===== src/rtl/traffic_light_monitor_if.sv =====
// Lights bus between the traffic FSM and its independent monitor.
// The FSM side (master) drives the lights and clear; the monitor (slave) reports fault status and the tick.
interface traffic_light_monitor_if;
  logic [4:0] main_lights;
  logic [4:0] cross_lights;
  logic       clear;
  logic       fault;
  logic [3:0] fault_code;
  logic       tick;

  modport master (
    output main_lights, cross_lights, clear,
    input  fault, fault_code, tick
  );

  modport slave (
    input  main_lights, cross_lights, clear,
    output fault, fault_code, tick
  );
endinterface


===== src/rtl/traffic_light_monitor.sv =====
// Independent checker for the traffic-light outputs: one-hot, conflict, transition and
// minimum-yellow rules, with a sticky first-fault code and a 1 s tick prescaler.
module traffic_light_monitor #(
  parameter int unsigned TICK_COUNT = 49999999,
  parameter int unsigned MIN_YELLOW = 3
) (
  input  logic                    clk,
  input  logic                    rst,
  traffic_light_monitor_if.slave  lights
);

  localparam int unsigned PW = (TICK_COUNT > 0) ? $clog2(TICK_COUNT + 1) : 1;
  localparam logic [PW-1:0] TICK_RELOAD = PW'(TICK_COUNT);

  // Light encoding {red, yellow, green, yellow_arrow, green_arrow}.
  localparam logic [4:0] L_RED    = 5'b10000;
  localparam logic [4:0] L_YELLOW = 5'b01000;
  localparam logic [4:0] L_GREEN  = 5'b00100;
  localparam logic [4:0] L_YARROW = 5'b00010;
  localparam logic [4:0] L_GARROW = 5'b00001;

  logic [PW-1:0] presc_q, presc_d;
  logic          tick_q, tick_d;
  logic [4:0]    prev_main_q, prev_main_d;
  logic [4:0]    prev_cross_q, prev_cross_d;
  logic [3:0]    ycnt_main_q, ycnt_main_d;
  logic [3:0]    ycnt_cross_q, ycnt_cross_d;
  logic          fault_q, fault_d;
  logic [3:0]    code_q, code_d;

  logic [7:1]    viol;
  logic [3:0]    lowest_code;
  logic          main_ok, cross_ok, prev_main_ok, prev_cross_ok;

  function automatic logic is_yellow(input logic [4:0] l);
    return (l == L_YELLOW) || (l == L_YARROW);
  endfunction

  // Caller guarantees both values are one-hot.
  function automatic logic legal_step(input logic [4:0] prev, input logic [4:0] cur);
    logic ok;
    ok = (prev == cur);
    case (prev)
      L_RED:    ok = ok || (cur == L_GREEN) || (cur == L_GARROW);
      L_GREEN:  ok = ok || (cur == L_YELLOW);
      L_YELLOW: ok = ok || (cur == L_RED);
      L_GARROW: ok = ok || (cur == L_YARROW);
      L_YARROW: ok = ok || (cur == L_RED);
      default:  ok = ok;
    endcase
    return ok;
  endfunction

  function automatic logic short_yellow(input logic [4:0] prev, input logic [4:0] cur,
                                        input logic [3:0] cnt);
    return is_yellow(prev) && (cur == L_RED) && (32'(cnt) < MIN_YELLOW);
  endfunction

  // Counter restarts on yellow entry, then counts ticks while yellow, saturating at 15.
  function automatic logic [3:0] ycnt_next(input logic [4:0] prev, input logic [4:0] cur,
                                           input logic [3:0] cnt, input logic tk);
    logic [3:0] n;
    n = cnt;
    if (is_yellow(cur) && (cur != prev))
      n = 4'd0;
    else if (is_yellow(cur) && tk && (cnt != 4'hF))
      n = cnt + 4'd1;
    return n;
  endfunction

  always_comb begin
    // NOTE: every always_comb output gets a default first so no path can infer a latch.
    viol        = '0;
    lowest_code = 4'd0;

    main_ok       = $onehot(lights.main_lights);
    cross_ok      = $onehot(lights.cross_lights);
    prev_main_ok  = $onehot(prev_main_q);
    prev_cross_ok = $onehot(prev_cross_q);

    viol[1] = !main_ok;
    viol[2] = !cross_ok;
    viol[3] = !lights.main_lights[4] && !lights.cross_lights[4];
    viol[4] = main_ok && prev_main_ok && !legal_step(prev_main_q, lights.main_lights);
    viol[5] = cross_ok && prev_cross_ok && !legal_step(prev_cross_q, lights.cross_lights);
    viol[6] = main_ok && prev_main_ok &&
              short_yellow(prev_main_q, lights.main_lights, ycnt_main_q);
    viol[7] = cross_ok && prev_cross_ok &&
              short_yellow(prev_cross_q, lights.cross_lights, ycnt_cross_q);

    for (int i = 7; i >= 1; i--)
      if (viol[i]) lowest_code = 4'(i);
  end

  always_comb begin
    if (presc_q == '0) begin
      presc_d = TICK_RELOAD;
      tick_d  = 1'b1;
    end else begin
      presc_d = presc_q - 1'b1;
      tick_d  = 1'b0;
    end

    prev_main_d  = lights.main_lights;
    prev_cross_d = lights.cross_lights;
    ycnt_main_d  = ycnt_next(prev_main_q, lights.main_lights, ycnt_main_q, tick_q);
    ycnt_cross_d = ycnt_next(prev_cross_q, lights.cross_lights, ycnt_cross_q, tick_q);

    fault_d = fault_q;
    code_d  = code_q;
    // A violation coinciding with clear wins, so a clear can never hide a fresh fault.
    if ((!fault_q || lights.clear) && (viol != '0)) begin
      fault_d = 1'b1;
      code_d  = lowest_code;
    end else if (lights.clear) begin
      fault_d = 1'b0;
      code_d  = 4'd0;
    end
  end

  // NOTE: sequential state uses non-blocking assignments so all flops update from pre-edge values.
  always_ff @(posedge clk or negedge rst) begin
    if (!rst) begin
      presc_q      <= TICK_RELOAD;
      tick_q       <= 1'b0;
      prev_main_q  <= L_RED;
      prev_cross_q <= L_RED;
      ycnt_main_q  <= 4'd0;
      ycnt_cross_q <= 4'd0;
      fault_q      <= 1'b0;
      code_q       <= 4'd0;
    end else begin
      presc_q      <= presc_d;
      tick_q       <= tick_d;
      prev_main_q  <= prev_main_d;
      prev_cross_q <= prev_cross_d;
      ycnt_main_q  <= ycnt_main_d;
      ycnt_cross_q <= ycnt_cross_d;
      fault_q      <= fault_d;
      code_q       <= code_d;
    end
  end

  assign lights.fault      = fault_q;
  assign lights.fault_code = code_q;
  assign lights.tick       = tick_q;

endmodule


===== src/flat_wrapper.sv =====
// flat-port wrapper written by rule: the top's interface ports become plain ports
module traffic_light_monitor_flat 
#(
  parameter int unsigned TICK_COUNT = 49999999,
  parameter int unsigned MIN_YELLOW = 3
)
  (clk, rst, lights_main_lights, lights_cross_lights, lights_clear, lights_fault, lights_fault_code, lights_tick);
  traffic_light_monitor_if lights_i ();
  input  logic clk;
  input  logic rst;
  input wire logic [$bits(lights_i.main_lights)-1:0] lights_main_lights;
  input wire logic [$bits(lights_i.cross_lights)-1:0] lights_cross_lights;
  input wire logic [$bits(lights_i.clear)-1:0] lights_clear;
  output wire logic [$bits(lights_i.fault)-1:0] lights_fault;
  output wire logic [$bits(lights_i.fault_code)-1:0] lights_fault_code;
  output wire logic [$bits(lights_i.tick)-1:0] lights_tick;
  assign lights_i.main_lights = lights_main_lights;
  assign lights_i.cross_lights = lights_cross_lights;
  assign lights_i.clear = lights_clear;
  assign lights_fault = lights_i.fault;
  assign lights_fault_code = lights_i.fault_code;
  assign lights_tick = lights_i.tick;
  traffic_light_monitor #(.TICK_COUNT(TICK_COUNT), .MIN_YELLOW(MIN_YELLOW)) u_core (.clk(clk), .rst(rst), .lights(lights_i));
endmodule

===== config.mk =====
export PLATFORM = sky130hd
export DESIGN_NAME = traffic_light_monitor_flat
export DESIGN_NICKNAME = d
export VERILOG_FILES = /design/src/rtl/traffic_light_monitor_if.sv /design/src/rtl/traffic_light_monitor.sv /design/src/flat_wrapper.sv
export SDC_FILE = /design/constraint.sdc
export NUM_CORES = 1
export LEC_CHECK = 0
export CORE_ASPECT_RATIO = 0.6
export CORE_MARGIN = 2
export CORE_UTILIZATION = 60
export DETAILED_ROUTE_END_ITERATION = 8
export GPL_TIMING_DRIVEN = 0
export PLACE_DENSITY = 0.8
export SYNTH_ARGS = -nofsm -noshare
export SYNTH_HDL_FRONTEND = slang
export SYNTH_SLANG_ARGS = --single-unit

===== constraint.sdc =====
create_clock -name clk -period 3.2 [get_ports clk]
set_clock_uncertainty 0.2 [all_clocks]
set_input_delay 0.8 -clock clk [delete_from_list [all_inputs] [get_ports clk]]
set_output_delay 0.8 -clock clk [all_outputs]
set_load 0.01 [all_outputs]

# Word level (Yosys, flattened, before mapping)
# Cells that the tools add are included.
dict set report totals {
  ramBits 0
  mem_count 0
  in_bits 13
  ff_bits 50
  word_cells 125
  romBits 0
  output_inout_bits 6
  latch_bits 0
}
dict set report classes {
  n_eq_ne 30
  n_reduce_logical 47
  bitwise_logic 0
  div 0
  n_mul 0
  muxes 19
  order_cmp 2
  n_shift 0
  add_sub_neg 19
}
# op count
set op_table {}
lappend op_table {{26-bit logical NOT} 1}
lappend op_table {{26-bit 2-to-1 mux} 1}
lappend op_table {{26-bit by 1-bit subtractor with 26-bit output, second input constant} 1}
lappend op_table {{4-bit 2-to-1 mux} 6}
lappend op_table {{3-bit 2-to-1 mux} 7}
lappend op_table {{5-bit by 1-bit equality test with 1-bit output, second input constant} 4}
lappend op_table {{5-bit by 2-bit equality test with 1-bit output, second input constant} 4}
lappend op_table {{5-bit by 3-bit equality test with 1-bit output, second input constant} 4}
lappend op_table {{5-bit by 4-bit equality test with 1-bit output, second input constant} 4}
lappend op_table {{5-bit equality test, second input constant} 4}
lappend op_table {{1-bit logical AND} 18}
lappend op_table {{1-bit by 1-bit adder with 2-bit output} 8}
lappend op_table {{1-bit logical OR} 15}
lappend op_table {{3-bit by 1-bit adder with 3-bit output} 4}
lappend op_table {{3-bit adder} 4}
lappend op_table {{3-bit by 1-bit equality test with 1-bit output, second input constant} 4}
lappend op_table {{5-bit equality test} 2}
lappend op_table {{5-bit inequality test} 2}
lappend op_table {{4-bit by 1-bit adder with 4-bit output, second input constant} 2}
lappend op_table {{4-bit by 2-bit < comparator with 1-bit output, second input constant} 2}
lappend op_table {{4-bit inequality test, second input constant} 2}
lappend op_table {{1-bit case mux with 4 select lines} 2}
lappend op_table {{1-bit logical NOT} 7}
lappend op_table {{7-bit nonzero test} 1}
lappend op_table {{other kinds (3)} 8}

# Logic depth before layout (Yosys ltp)
# Gate-level depths: netlist of run 1.
dict set report depth {
  word_depth 14
  ltp_mapped 12
  mapped_depth_nobuf 12
}

# Worst setup path before layout of run 1
# No wires, ideal clock.
dict set report synth_timing {
  path_kind {input-to-reg}
  from {in lights_main_lights[2]}
  to {reg u_core.code_q[1], in the netlist u_core.lights.fault_code[1]}
  t_arrival_ns 3.219
  slack_ns -0.340
  cell_stages 12
  path_buffers 0
  cell_sequence {inv_1 > ha_1 > inv_1 > fa_1 > fa_1 > and3b_1 > and4_1 > o211ai_1 > or3_1 > nand2_1 > o21ai_0 > a32o_1}
}
dict set report synth_via {
  elab_chain_len 13
  elab_cells_between_ends 33
  classes_between {add/sub (3); eq/ne (7); mux (8); reduce/logical (15)}
}
# item line_no
set synth_rtl {}
lappend synth_rtl {{start: declaration} flat_wrapper.sv:11} ;# input wire logic [$bits(lights_i.main_lights)-1:0] lights_main_lights;
lappend synth_rtl {{1-bit by 1-bit adder with 2-bit output (not written as such)} traffic_light_monitor.sv:76} ;# main_ok = $onehot(lights.main_lights);
lappend synth_rtl {{3-bit adder (not written as such)} traffic_light_monitor.sv:76}
lappend synth_rtl {{3-bit by 1-bit adder with 3-bit output (not written as such)} traffic_light_monitor.sv:76}
lappend synth_rtl {{3-bit by 1-bit equality test with 1-bit output} traffic_light_monitor.sv:76}
lappend synth_rtl {{1-bit logical AND} {traffic_light_monitor.sv:84, traffic_light_monitor.sv:86}}
lappend synth_rtl {{1-bit logical AND} traffic_light_monitor.sv:86} ;# viol[6] = main_ok && prev_main_ok &&
lappend synth_rtl {{3-bit 2-to-1 mux (6 in a row)} traffic_light_monitor.sv:92} ;# if (viol[i]) lowest_code = 4'(i);
lappend synth_rtl {{4-bit 2-to-1 mux} traffic_light_monitor.sv:112} ;# if ((!fault_q || lights.clear) && (viol != '0)) begin
lappend synth_rtl {{end signal: assignment} traffic_light_monitor.sv:140} ;# code_q <= code_d;
lappend synth_rtl {{end: declaration} traffic_light_monitor.sv:29} ;# logic [3:0] code_q, code_d;
# Parallel ways exist; a longest one is shown, timed or not.
# A chain may end at the register's enable or synchronous reset.

# Worst setup path in the final report of run 1
dict set report layout_timing {
  from {in lights_main_lights[3]}
  to {reg u_core.code_q[1], in the netlist u_core.lights.fault_code[1]}
}
# The elaborated chain is that of the path after synthesis.

==> results of run 1 <==
-- kinds of logic after synthesis --
family	count (synthesis)
AO/OA/AOI/OAI	42
XOR/XNOR	28
adder cells (fa/ha/maj)	43
buffers and inverters	38
flip-flops	49
multiplexers	2
other	1
AND/OR/NAND/NOR	119
-- state kept, by name (all words and copies together), names as in the netlist --
register	count
u_core.lights.fault	1
u_core.lights.fault_code	3
u_core.lights.tick	1
u_core.ycnt_main_q	4
u_core.prev_main_q	5
u_core.prev_cross_q	5
u_core.presc_q	26
u_core.ycnt_cross_q	4
-- critical path, cell delays in order --
cell,delay (ns)
buf_8,0.08
inv_4,0.03
ha_4,0.25
inv_2,0.03
fa_2,0.34
fa_1,0.48
and3b_2,0.18
and4_1,0.19
o211ai_1,0.10
or3_4,0.38
nand2_4,0.11
o21bai_4,0.08
a32o_2,0.24
-- power by group --
part           switching (uW)  internal, uW
logic                     122           111
registers                15.4           634
clock network             220           155
total                     357           900
-- routing by layer --
metal | vias up | track usage
li1 | 1152 | -
met1 | 1135 | 0.346
met2 | 62 | 0.397
met3 | 8 | 0.0518
met4 | 0 | 0.0626
met5 | - | 0
-- placed cells by master (no fill, tap or decap), types with 3 or more instances in the layout --
cell type / count
ha_1: 33
dfrtp_1: 29
inv_1: 27
nand2_1: 26
nor2_1: 24
dfstp_2: 20
xor2_1: 16
buf_4: 13
nor3_1: 12
xnor2_1: 12
nand3_1: 10
a21oi_1: 10
o21ai_0: 7
or3_1: 6
fa_1: 6
clkdlybuf4s50_1: 6
nor2b_1: 5
clkbuf_8: 5
inv_2: 4
or3_4: 4
o31ai_1: 4
or4_1: 3
nor4_1: 3
a22oi_1: 3
nand4_1: 3
o21ai_1: 3
buf_2: 3
buf_12: 3
-- area by class of cell --
cell class | instances | area (sq um) | share of cell area
multi-input cells | 235 | 1880 | 0.502
flip-flops and latches | 49 | 1250 | 0.333
repair buffers | 28 | 274 | 0.0730
inverters | 35 | 154 | 0.0410
well taps | 66 | 82.6 | 0.0220
clock buffers | 6 | 72.6 | 0.0193
plain buffers | 3 | 22.5 | 0.00600
clock inverters | 2 | 15.0 | 0.00400
-- worst paths after layout --
kind,from,end,slack [ns],cells past startpoint
max,lights_main_lights[3],u_core.lights.fault_code[1],-0.12,13
min,rst,u_core.prev_cross_q[2],0.15,1
max reg2reg,u_core.prev_main_q[2],u_core.lights.fault_code[0],0.10,11
min reg2reg,u_core.presc_q[0],u_core.presc_q[0],0.26,1
max in group asynchronous,rst,u_core.presc_q[6],2.07,2
min in group clk,u_core.presc_q[0],u_core.presc_q[0],0.26,1
-- through the flow --
stage / setup slack [ns] / setup TNS, ns / util / instances / hold WS, ns
after global routing: -0.180 / -0.461 / 0.736 / 424 / 0.155
after floorplan: -0.248 / -0.586 / - / 322 / 0.226
after detailed placement: -1.28 / -4.66 / 0.691 / 406 / 0.241
after global placement: -1.20 / -13.11 / 0.688 / 405 / 0.235
after CTS: -0.0575 / -0.0575 / 0.730 / 422 / 0.159
final: -0.118 / -0.173 / 0.736 / 424 / 0.155
-- repair_timing --
action | 4_1_cts | 5_1_grt
buffers inserted | 8 | 2
setup endpoints to repair | 4 | 4
cloned | 0 | 0
pin swaps | 10 | 5
resized for setup | 68 | 4
==> flow_summary.toml, run 1 <==
[clocking]
cts_max_level = 2
clock-sinks = 49
cts_hold_buffers = 0
clk_pin_slew_ns = 0.10
cts_made_buffers = 5
clk_latency_ns = 0.30
cts_tree = "done"
cts-root-buf = "clkbuf_8"
clk_path_buf_depth = 2

[synth]
synthSimpleGateAreaFrac = 0.208
seq_area_frac_synth = 0.390
synth_top_area_share = 0.226
synth.most_common_cell = "ha_1"
synth_edf_count = 0
synth_compound_area_frac = 0.0846
ys_warn_count = 0
ys_ff_latch = 49
syn_nets = 378
synthArstFlopShare = 1.00
synth-xor-area-share = 0.0764
synth_top_family_by_area = "simple AND/OR/NAND/NOR gates"
synthFlopType = "dfrtp_1"
ys_top_cells_by_area = "dfrtp_1 23%, dfstp_2 16%, ha_1 14%"
synth_cell_type_count = 53
synthAdderAreaFrac = 0.186
muxShareOfSynthArea = 0.00624
syn_inst = 322
synthesis.area_sq_um = 3210
yosysTopAreaCell = "dfrtp_1"
synth_common_cells = "35 x ha_1, 34 x inv_1, 29 x dfrtp_1"
syn_area_per_cell_sq_um = 9.97

[route]
wl_met1_mm = 3.23
wl_met3_microns = 342
post_drt_wl_per_cell_microns = 15.6
met2_length_mm = 2.98
top_layer_used = "met4"
dr_total_vias = 2357
route.detailed.drc = 0
first_pass_iters = 4
vias_per_cell = 5.56
routed_wl_mm = 6.61
final_antenna_net_count = 0
drt_iter0_drc = 124

[power]
ir_drop_v = 0.000254
p_total_uw = 1260
p_leak_uw = 0.00169
p_per_area_nw_per_um2 = 335

[final_layout]
drive_gt1_frac = 0.246
design_area_sq_um = 3760
nFillCells = 369
diodes = 0
area_growth_pct = 17.0
fin_nets = 413

[setup_path]
critical_path_class = "input pin to flip-flop"
critPathArrivalTime_ns = 3.31
worstPathMaxFanout = 4
startpoint_type = "input pin"
cp.required_ns = 3.19
endpoint_kind = "flip-flop"

[floorplanning]
coreArea_sq_um = 5100
io_pins = 19
die_w_microns = 98.4
dieHeight_microns = 60.7
dieArea_sq_um = 5970
rows = 20
start_util = 0.629

[placement]
placed_cell_area_sq_um = 3530
place_hpwl_mm = 4.78
gp_congestion = 0.849
io_buffers = 17

[timing]
period_minus_slack_ns = 3.32
finalSetupViolations = 3
timing.fmax_mhz = 301
relSlewSlack = 0.635
hold_viol_final = 0
tightestPinTransition_ns = 0.543
fin_ws_ns = -0.118
fin_crit_sh = 1.04
slew_viol_final = 0
rsz0062_at_grt = "true"

[run_status]
violations = "setup timing"
status = "complete, but fails checks"

[global_route]
overflow = 0
grt_max_degree = 42
grt_usage = 0.245
grt_first_pass_wirelength_mm = 11.4
antenna_found_initial = 0
grt_pass1_vias = 2377

[worst_hold_path]
hold_path.class = "input pin to async pin"

[run]
drv_cap = 0
Note: power is estimated with default switching activity, not from simulation.
==> run 2: changes to the inputs <==
Settings changed: ABC_CLOCK_PERIOD_IN_PS set to 3200.
==> results of run 2 <==
Final layout, timing and power as in run 1 (identical DEF).
